**src/rtl/sprite_char_engine_pkg.sv**
```systemverilog
// Shared types and helpers for the character sprite engine: facing codes,
// draw-sequencer states, command decode and the sprite-sheet address width.
package sprite_char_engine_pkg;

    typedef enum logic [1:0] {
        UP    = 2'd0,
        DOWN  = 2'd1,
        LEFT  = 2'd2,
        RIGHT = 2'd3
    } facing_t;

    typedef enum logic [1:0] {
        IDLE  = 2'd0,
        DRAW  = 2'd1,
        FLUSH = 2'd2,
        DONE  = 2'd3
    } state_t;

    typedef enum logic [2:0] {
        CMD_NONE   = 3'd0,
        CMD_INIT   = 3'd1,
        CMD_ATTACK = 3'd2,
        CMD_UP     = 3'd3,
        CMD_DOWN   = 3'd4,
        CMD_LEFT   = 3'd5,
        CMD_RIGHT  = 3'd6
    } cmd_t;

    // Sheet is four facings wide and FRAMES walk rows plus one attack row tall.
    function automatic int sheet_addr_w(input int spr_w, input int spr_h, input int frames);
        return $clog2(4 * spr_w * (frames + 1) * spr_h);
    endfunction

endpackage

```
**src/rtl/sprite_char_engine_if.sv**
```systemverilog
// Command, sprite-ROM, frame-buffer and status signals of the sprite engine.
// master = game control / frame-buffer side, slave = the engine.
interface sprite_char_engine_if #(
    parameter int ADDR_W  = 12,
    parameter int COLOR_W = 3
);
    logic               init;
    logic               move_up;
    logic               move_down;
    logic               move_left;
    logic               move_right;
    logic               attack;
    logic               draw_start;
    logic [ADDR_W-1:0]  rom_addr;
    logic [COLOR_W-1:0] rom_data;
    logic [7:0]         x_draw;
    logic [7:0]         y_draw;
    logic [COLOR_W-1:0] color;
    logic               vga_write;
    logic               busy;
    logic               draw_done;
    logic [7:0]         pos_x;
    logic [7:0]         pos_y;
    logic [1:0]         facing;

    modport master (
        output init, move_up, move_down, move_left, move_right, attack, draw_start, rom_data,
        input  rom_addr, x_draw, y_draw, color, vga_write, busy, draw_done, pos_x, pos_y, facing
    );

    modport slave (
        input  init, move_up, move_down, move_left, move_right, attack, draw_start, rom_data,
        output rom_addr, x_draw, y_draw, color, vga_write, busy, draw_done, pos_x, pos_y, facing
    );

endinterface

```
**src/rtl/sprite_char_engine_addr_gen.sv**
```systemverilog
// Pixel counter and sprite-sheet address generation. The address is only
// driven while advancing so the ROM bus rests at zero between draws.
module sprite_addr_gen
    import sprite_char_engine_pkg::*;
#(
    parameter int SPR_W  = 16,
    parameter int SPR_H  = 16,
    parameter int FRAMES = 2,
    parameter int ADDR_W = sheet_addr_w(SPR_W, SPR_H, FRAMES),
    parameter int PX_W   = $clog2(SPR_W),
    parameter int PY_W   = $clog2(SPR_H),
    parameter int POSE_W = $clog2(FRAMES + 1)
) (
    input  logic              clock,
    input  logic              reset,
    input  logic              clear,
    input  logic              advance,
    input  facing_t           facing,
    input  logic [POSE_W-1:0] pose,
    output logic [PX_W-1:0]   px,
    output logic [PY_W-1:0]   py,
    output logic [ADDR_W-1:0] addr,
    output logic              last
);

    localparam int CNT_W = PX_W + PY_W;

    logic [CNT_W-1:0]  cnt;
    logic [ADDR_W-1:0] row;
    logic [ADDR_W-1:0] col;

    // Pixel counter, raster order; power-of-two sprite wraps naturally.
    always_ff @(posedge clock) begin
        if (reset) begin
            cnt <= '0;
        end else if (clear) begin
            cnt <= '0;
        end else if (advance) begin
            cnt <= cnt + CNT_W'(1);
        end
    end

    assign px   = cnt[PX_W-1:0];
    assign py   = cnt[CNT_W-1:PX_W];
    assign last = (cnt == CNT_W'(SPR_W * SPR_H - 1));

    // Row = pose block plus line within sprite; column = facing block plus pixel.
    always_comb begin
        row  = ADDR_W'(pose) * ADDR_W'(SPR_H) + ADDR_W'(py);
        col  = ADDR_W'(facing) * ADDR_W'(SPR_W) + ADDR_W'(px);
        addr = '0;
        if (advance) begin
            addr = row * ADDR_W'(4 * SPR_W) + col;
        end
    end

endmodule

```
**src/rtl/sprite_char_engine.sv**
```systemverilog
// Character sprite engine: position/facing/animation state with edge
// clamping, and a draw sequencer streaming the sprite to the frame buffer.
//
//   state | meaning
//   IDLE  | accepting commands and draw_start
//   DRAW  | issuing one sheet address per cycle
//   FLUSH | last pixel returning from the ROM
//   DONE  | draw_done pulse, attack pose released
module sprite_char_engine
    import sprite_char_engine_pkg::*;
#(
    parameter int SPR_W       = 16,
    parameter int SPR_H       = 16,
    parameter int MAP_W       = 256,
    parameter int MAP_H       = 176,
    parameter int STEP        = 1,
    parameter int FRAMES      = 2,
    parameter int INIT_X      = 120,
    parameter int INIT_Y      = 80,
    parameter int COLOR_W     = 3,
    parameter int TRANSPARENT = 0
) (
    input logic              clock,
    input logic              reset,
    sprite_char_engine_if.slave bus
);

    localparam int ADDR_W  = sheet_addr_w(SPR_W, SPR_H, FRAMES);
    localparam int PX_W    = $clog2(SPR_W);
    localparam int PY_W    = $clog2(SPR_H);
    localparam int POSE_W  = $clog2(FRAMES + 1);
    localparam int FRAME_W = (FRAMES > 1) ? $clog2(FRAMES) : 1;
    localparam int X_MAX   = MAP_W - SPR_W;
    localparam int Y_MAX   = MAP_H - SPR_H;

    state_t              state_q;
    state_t              state_d;
    cmd_t                cmd;
    logic [7:0]          pos_x_q;
    logic [7:0]          pos_y_q;
    facing_t             facing_q;
    logic [FRAME_W-1:0]  frame_q;
    logic [FRAME_W-1:0]  frame_next;
    logic                attack_q;
    logic                cnt_clear;
    logic                cnt_advance;
    logic                cnt_last;
    logic                busy_c;
    logic                draw_done_c;
    logic [PX_W-1:0]     px;
    logic [PY_W-1:0]     py;
    logic [ADDR_W-1:0]   addr;
    logic [POSE_W-1:0]   pose;
    logic                pix_valid_q;
    logic [7:0]          x_q;
    logic [7:0]          y_q;

    // Single command per cycle, only when idle, in fixed priority order.
    always_comb begin
        cmd = CMD_NONE;
        if (state_q == IDLE) begin
            if (bus.init)            cmd = CMD_INIT;
            else if (bus.attack)     cmd = CMD_ATTACK;
            else if (bus.move_up)    cmd = CMD_UP;
            else if (bus.move_down)  cmd = CMD_DOWN;
            else if (bus.move_left)  cmd = CMD_LEFT;
            else if (bus.move_right) cmd = CMD_RIGHT;
        end
    end

    assign frame_next = FRAME_W'((int'(frame_q) + 1) % FRAMES);

    // Position, facing, walk frame and attack pose.
    always_ff @(posedge clock) begin
        if (reset) begin
            pos_x_q  <= '0;
            pos_y_q  <= '0;
            facing_q <= DOWN;
            frame_q  <= '0;
            attack_q <= 1'b0;
        end else begin
            if (state_q == DONE) begin
                attack_q <= 1'b0;
            end
            case (cmd)
                CMD_INIT: begin
                    pos_x_q  <= 8'(INIT_X);
                    pos_y_q  <= 8'(INIT_Y);
                    facing_q <= DOWN;
                    frame_q  <= '0;
                    attack_q <= 1'b0;
                end
                CMD_ATTACK: attack_q <= 1'b1;
                CMD_UP: begin
                    facing_q <= UP;
                    pos_y_q  <= (int'(pos_y_q) < STEP) ? 8'd0 : pos_y_q - 8'(STEP);
                    frame_q  <= frame_next;
                    attack_q <= 1'b0;
                end
                CMD_DOWN: begin
                    facing_q <= DOWN;
                    pos_y_q  <= (int'(pos_y_q) + STEP > Y_MAX) ? 8'(Y_MAX) : pos_y_q + 8'(STEP);
                    frame_q  <= frame_next;
                    attack_q <= 1'b0;
                end
                CMD_LEFT: begin
                    facing_q <= LEFT;
                    pos_x_q  <= (int'(pos_x_q) < STEP) ? 8'd0 : pos_x_q - 8'(STEP);
                    frame_q  <= frame_next;
                    attack_q <= 1'b0;
                end
                CMD_RIGHT: begin
                    facing_q <= RIGHT;
                    pos_x_q  <= (int'(pos_x_q) + STEP > X_MAX) ? 8'(X_MAX) : pos_x_q + 8'(STEP);
                    frame_q  <= frame_next;
                    attack_q <= 1'b0;
                end
                default: ;
            endcase
        end
    end

    // Draw sequencer state register.
    always_ff @(posedge clock) begin
        if (reset) begin
            state_q <= IDLE;
        end else begin
            state_q <= state_d;
        end
    end

    // Draw sequencer next state and control.
    always_comb begin
        state_d     = state_q;
        cnt_clear   = 1'b0;
        cnt_advance = 1'b0;
        busy_c      = 1'b1;
        draw_done_c = 1'b0;
        case (state_q)
            IDLE: begin
                busy_c = 1'b0;
                if (bus.draw_start) begin
                    state_d   = DRAW;
                    cnt_clear = 1'b1;
                end
            end
            DRAW: begin
                cnt_advance = 1'b1;
                if (cnt_last) begin
                    state_d = FLUSH;
                end
            end
            FLUSH: state_d = DONE;
            DONE: begin
                draw_done_c = 1'b1;
                state_d     = IDLE;
            end
            default: state_d = IDLE;
        endcase
    end

    assign pose = attack_q ? POSE_W'(FRAMES) : POSE_W'(frame_q);

    sprite_addr_gen #(
        .SPR_W  (SPR_W),
        .SPR_H  (SPR_H),
        .FRAMES (FRAMES),
        .ADDR_W (ADDR_W),
        .PX_W   (PX_W),
        .PY_W   (PY_W),
        .POSE_W (POSE_W)
    ) u_addr_gen (
        .clock   (clock),
        .reset   (reset),
        .clear   (cnt_clear),
        .advance (cnt_advance),
        .facing  (facing_q),
        .pose    (pose),
        .px      (px),
        .py      (py),
        .addr    (addr),
        .last    (cnt_last)
    );

    // Output stage: coordinates and valid flag line up with the ROM's one-cycle latency.
    always_ff @(posedge clock) begin
        if (reset) begin
            pix_valid_q <= 1'b0;
            x_q         <= '0;
            y_q         <= '0;
        end else begin
            pix_valid_q <= cnt_advance;
            if (cnt_advance) begin
                x_q <= pos_x_q + 8'(px);
                y_q <= pos_y_q + 8'(py);
            end
        end
    end

    assign bus.rom_addr  = addr;
    assign bus.x_draw    = x_q;
    assign bus.y_draw    = y_q;
    assign bus.color     = pix_valid_q ? bus.rom_data : '0;
    assign bus.vga_write = pix_valid_q && (bus.rom_data != COLOR_W'(TRANSPARENT));
    assign bus.busy      = busy_c;
    assign bus.draw_done = draw_done_c;
    assign bus.pos_x     = pos_x_q;
    assign bus.pos_y     = pos_y_q;
    assign bus.facing    = facing_q;

endmodule

```
**src/flat_wrapper.sv**
```systemverilog
// flat-port wrapper written by rule: the top's interface ports become plain ports
module sprite_char_engine_flat import sprite_char_engine_pkg::*;
#(
    parameter int SPR_W       = 16,
    parameter int SPR_H       = 16,
    parameter int MAP_W       = 256,
    parameter int MAP_H       = 176,
    parameter int STEP        = 1,
    parameter int FRAMES      = 2,
    parameter int INIT_X      = 120,
    parameter int INIT_Y      = 80,
    parameter int COLOR_W     = 3,
    parameter int TRANSPARENT = 0
)
  (clock, reset, bus_init, bus_move_up, bus_move_down, bus_move_left, bus_move_right, bus_attack, bus_draw_start, bus_rom_data, bus_rom_addr, bus_x_draw, bus_y_draw, bus_color, bus_vga_write, bus_busy, bus_draw_done, bus_pos_x, bus_pos_y, bus_facing);
  sprite_char_engine_if #(.ADDR_W((12)), .COLOR_W(COLOR_W)) bus_i ();
  input logic clock;
  input logic reset;
  input wire logic [$bits(bus_i.init)-1:0] bus_init;
  input wire logic [$bits(bus_i.move_up)-1:0] bus_move_up;
  input wire logic [$bits(bus_i.move_down)-1:0] bus_move_down;
  input wire logic [$bits(bus_i.move_left)-1:0] bus_move_left;
  input wire logic [$bits(bus_i.move_right)-1:0] bus_move_right;
  input wire logic [$bits(bus_i.attack)-1:0] bus_attack;
  input wire logic [$bits(bus_i.draw_start)-1:0] bus_draw_start;
  input wire logic [$bits(bus_i.rom_data)-1:0] bus_rom_data;
  output wire logic [$bits(bus_i.rom_addr)-1:0] bus_rom_addr;
  output wire logic [$bits(bus_i.x_draw)-1:0] bus_x_draw;
  output wire logic [$bits(bus_i.y_draw)-1:0] bus_y_draw;
  output wire logic [$bits(bus_i.color)-1:0] bus_color;
  output wire logic [$bits(bus_i.vga_write)-1:0] bus_vga_write;
  output wire logic [$bits(bus_i.busy)-1:0] bus_busy;
  output wire logic [$bits(bus_i.draw_done)-1:0] bus_draw_done;
  output wire logic [$bits(bus_i.pos_x)-1:0] bus_pos_x;
  output wire logic [$bits(bus_i.pos_y)-1:0] bus_pos_y;
  output wire logic [$bits(bus_i.facing)-1:0] bus_facing;
  assign bus_i.init = bus_init;
  assign bus_i.move_up = bus_move_up;
  assign bus_i.move_down = bus_move_down;
  assign bus_i.move_left = bus_move_left;
  assign bus_i.move_right = bus_move_right;
  assign bus_i.attack = bus_attack;
  assign bus_i.draw_start = bus_draw_start;
  assign bus_i.rom_data = bus_rom_data;
  assign bus_rom_addr = bus_i.rom_addr;
  assign bus_x_draw = bus_i.x_draw;
  assign bus_y_draw = bus_i.y_draw;
  assign bus_color = bus_i.color;
  assign bus_vga_write = bus_i.vga_write;
  assign bus_busy = bus_i.busy;
  assign bus_draw_done = bus_i.draw_done;
  assign bus_pos_x = bus_i.pos_x;
  assign bus_pos_y = bus_i.pos_y;
  assign bus_facing = bus_i.facing;
  sprite_char_engine #(.SPR_W(SPR_W), .SPR_H(SPR_H), .MAP_W(MAP_W), .MAP_H(MAP_H), .STEP(STEP), .FRAMES(FRAMES), .INIT_X(INIT_X), .INIT_Y(INIT_Y), .COLOR_W(COLOR_W), .TRANSPARENT(TRANSPARENT)) u_core (.clock(clock), .reset(reset), .bus(bus_i));
endmodule
```
**config.mk**
```make
export PLATFORM = sky130hd
export DESIGN_NAME = sprite_char_engine_flat
export DESIGN_NICKNAME = d
export VERILOG_FILES = /design/src/rtl/sprite_char_engine_pkg.sv /design/src/rtl/sprite_char_engine_if.sv /design/src/rtl/sprite_char_engine_addr_gen.sv /design/src/rtl/sprite_char_engine.sv /design/src/flat_wrapper.sv
export SDC_FILE = /design/constraint.sdc
export NUM_CORES = 1
export LEC_CHECK = 0
export BUFFER_PORTS_ARGS = -buffer_cell sky130_fd_sc_hd__buf_2
export CAP_MARGIN = 25
export CORE_MARGIN = 1
export CORE_UTILIZATION = 56
export CTS_CLUSTER_SIZE = 12
export DETAILED_ROUTE_END_ITERATION = 7
export PLACE_DENSITY = 0.8
export SYNTH_ARGS = -nofsm -noshare
export SYNTH_HDL_FRONTEND = slang
export SYNTH_SLANG_ARGS = --single-unit
export TNS_END_PERCENT = 10
```
**constraint.sdc**
```tcl
create_clock -name clock -period 2.5 [get_ports clock]
set_input_delay 0.25 -clock clock [delete_from_list [all_inputs] [get_ports clock]]
set_output_delay 0.25 -clock clock [all_outputs]
set_load 0.01 [all_outputs]
```
==> results.py <==
metrics = {
    "run_status": {
        "outcome": "complete, no violations",
    },
    "synthesis": {
        "synth-seq-area-share_pct": 27.2,
        "synth-seq-cells": 47,
        "synth_cells": 435,
        "synth_top_area_cell": "dfxtp_1",
        "synth_top_family_by_area": "simple AND/OR/NAND/NOR gates",
        "async_flop_share_pct": 0,
        "yosys_warnings": 0,
        "netlist.area_leader.share_pct": 27.2,
        "yosys.area_share.simple_pct": 25.3,
        "synth_edf_count": 0,
        "yosys.cell_count.top_type": "nor2_1",
        "ys.flop_type": "dfxtp_1",
        "ys_types": 60,
        "synthAdderAreaFrac_pct": 8.39,
        "synth_area_mm2": 0.00346,
        "syn_avg_cell_area_um2": 7.95,
        "syn-num-nets": 469,
        "synth_xor_area_share_pct": 7.34,
        "synth_compound_area_share_pct": 21.3,
        "synthMuxAreaShare_pct": 3.18,
        "synth_common_cells": "49 x nor2_1, 47 x dfxtp_1, 25 x nand2_1, 25 x o21ai_0, 23 x a21oi_1",
        "yosys-top-cells-area": "dfxtp_1 27%, ha_1 7.2%, nor2_1 5.3%",
    },
    "setup_path": {
        "crit_required_ps": 2730,
        "worstSetupStartpointType": "flip-flop",
        "cp_max_fo": 7,
        "end_kind": "flip-flop",
        "arrival_ps": 2560,
        "r2r-end": "u_core.bus.pos_x[4]",
        "r2r_slack_ps": 180,
        "cp-endpoint": "u_core.bus.pos_x[4]",
        "worstRegToRegCells": 8,
        "critPathKind": "reg2reg",
        "timing.rr.start": "u_core.state_q[0]",
        "startpoint": "u_core.state_q[0]",
    },
    "grt": {
        "grt_usage_pct": 27.1,
        "grt_pass1_vias": 3000,
        "grt_antenna_before_repair": 0,
        "grt_pass1_wl_mm": 13.9,
        "grt_overflow": 0,
        "grt_max_degree": 33,
    },
    "power": {
        "power.density_mw_per_mm2": 876,
        "ir_drop_mv": 0.505,
        "power_leakage_nw": 1.71,
    },
    "finish": {
        "drive_gt1_share_pct": 20.2,
        "fin_area_mm2": 0.00392,
        "fillCellCount": 515,
        "fin_nets": 524,
        "area_delta_synth_final_pct": 13.4,
        "antenna-diode-count": 0,
        "multi_input_area_mm2": 0.00227,
        "ff_latch_area_um2": 942,
    },
    "sta": {
        "rsz0062_at_grt": "false",
        "finalSetupViolations": 0,
        "tns_ps": 0,
        "hold_violations": 0,
        "fin_skew_ps": 9.77,
        "fmax_ghz": 0.431,
        "min_period_ps": 2320,
        "finalCritPeriodShare_pct": 92.8,
        "timing.slew.headroom_pct": 51.4,
        "worstMarginPinSlew_ps": 722,
        "drv_slew": 0,
    },
    "drt": {
        "drt_first_pass_iters": 5,
        "wl_per_cell_um": 15.2,
        "vias": 3439,
        "remaining_drc_errors": 0,
        "wl_mm": 8.58,
        "drt.antenna.violating_nets": 0,
        "drtIter0Drc": 207,
        "post_drt_via_cell_ratio": 6.08,
    },
    "clocking": {
        "htreeDepth": 2,
        "tritoncts": "built",
        "clk_pin_slew_ps": 90,
        "clock_latency_ps": 320,
        "clockBufferDepth": 2,
        "root_buffer": "clkbuf_8",
        "hold_buffers": 0,
        "cts_sinks": 47,
        "cts_made_buffers": 5,
    },
    "floorplanning": {
        "ios": 64,
        "core-area_mm2": 0.00596,
        "die_area_mm2": 0.00649,
        "rows": 28,
        "die_h_um": 80.6,
        "start_util_pct": 58.1,
        "die_width_um": 80.6,
    },
    "worst_hold_path": {
        "hp-class": "in2reg",
        "hp-start": "reset",
    },
    "placed_design": {
        "dp_hpwl_mm": 6.25,
        "place_area_mm2": 0.00380,
        "port_buffers": 63,
        "gp_congestion": 0.889,
    },
    "flow_run": {
        "drv_cap": 0,
    },
}
cells in the final DEF (no fill, tap or decap), drive strengths merged, types with 3 or more instances in the layout:
| cell type | instances |
|---|---|
| xor2 | 15 |
| o211ai | 5 |
| o21a | 6 |
| ha | 20 |
| a21o | 5 |
| dfxtp | 47 |
| or3 | 5 |
| a31oi | 8 |
| nand4b | 4 |
| nand3 | 16 |
| xnor2 | 14 |
| nand4 | 5 |
| o2111ai | 3 |
| and2 | 15 |
| nor3 | 17 |
| buf | 78 |
| o21bai | 3 |
| and3 | 4 |
| inv | 21 |
| a21oi | 23 |
| mux2i | 11 |
| nor2 | 49 |
| o21ai | 30 |
| nor2b | 6 |
| o311ai | 3 |
| o31ai | 3 |
| clkbuf | 5 |
| nor3b | 3 |
| nand2b | 3 |
| nand2 | 25 |
| a211oi | 14 |
report_power, final:
| part | internal (mW) | switching [mW] |
|---|---|---|
| Sequential | 0.923 | 0.242 |
| Clock | 0.302 | 0.287 |
| Combinational | 0.722 | 0.957 |
critical path, stage by stage, from the launching register on:
cell       delay (ps)
dfxtp_1           340
inv_1             120
ha_1              180
or3b_4            410
nor3_2            170
o2111ai_1         340
buf_4             290
o21a_1            190
a31oi_1           190
sequential cells by signal (all words and copies together) (netlist names):
name,count
u_core.u_addr_gen.cnt,8
u_core.attack_q,1
u_core.bus.pos_y,8
u_core.bus.pos_x,8
u_core.bus.facing,2
u_core.pix_valid_q,1
u_core.bus.y_draw,8
u_core.bus.x_draw,8
u_core.frame_q,1
u_core.state_q,2
worst min-delay path by stage:
stage	slack [ps]	endpoint	depth (start not counted)
2_1_floorplan	450	u_core.pix_valid_q	2
3_3_place_gp	470	u_core.bus.x_draw[1]	2
3_5_place_dp	470	u_core.bus.facing[0]	2
4_1_cts	280	u_core.bus.facing[0]	3
5_1_grt	310	u_core.bus.facing[0]	3
6_report	290	u_core.bus.facing[0]	3
metal layers:
layer,up-vias,part of all wire (%),global-route usage (%)
li1,1649,-,-
met1,1636,43,33.8
met2,134,49,48.0
met3,20,6.0,4.20
met4,0,1.8,7.50
met5,-,0,0
logic make-up (layout without fill, tap and decap cells):
family	after synthesis	after routing
fa+ha+maj	22	22
simple gates	165	165
xor+xnor	29	29
compound gates	111	111
flops	47	47
mux	11	11
buf+inv	50	106
stage by stage:
step | power, mW | worst slack, ps | util (%) | instances | hold WS [ps]
floorplan | 2.34 | 387 | - | 435 | 451
global placement | 2.78 | 317 | 63.8 | 558 | 467
detailed placement | 2.83 | 216 | 63.8 | 558 | 469
CTS | 3.42 | 169 | 65.8 | 566 | 284
global route | 3.67 | 47.3 | 65.8 | 566 | 313
finish | 3.43 | 179 | 65.8 | 566 | 288
layout make-up:
type	instances	share of cell area (%)
tap	75	2.39
sequential	47	24.0
clock buffer	5	1.76
clock inverter	3	1.18
multi-input combinational	338	57.8
inverter	20	1.92
timing repair buffer	78	10.9
timing repair:
item | 4_1_cts | 5_1_grt
buffers inserted | 0 | 0
endpoints found under the setup margin | 0 | 3
gates resized for setup | 0 | 2
Power figures use the tool's default switching activity.
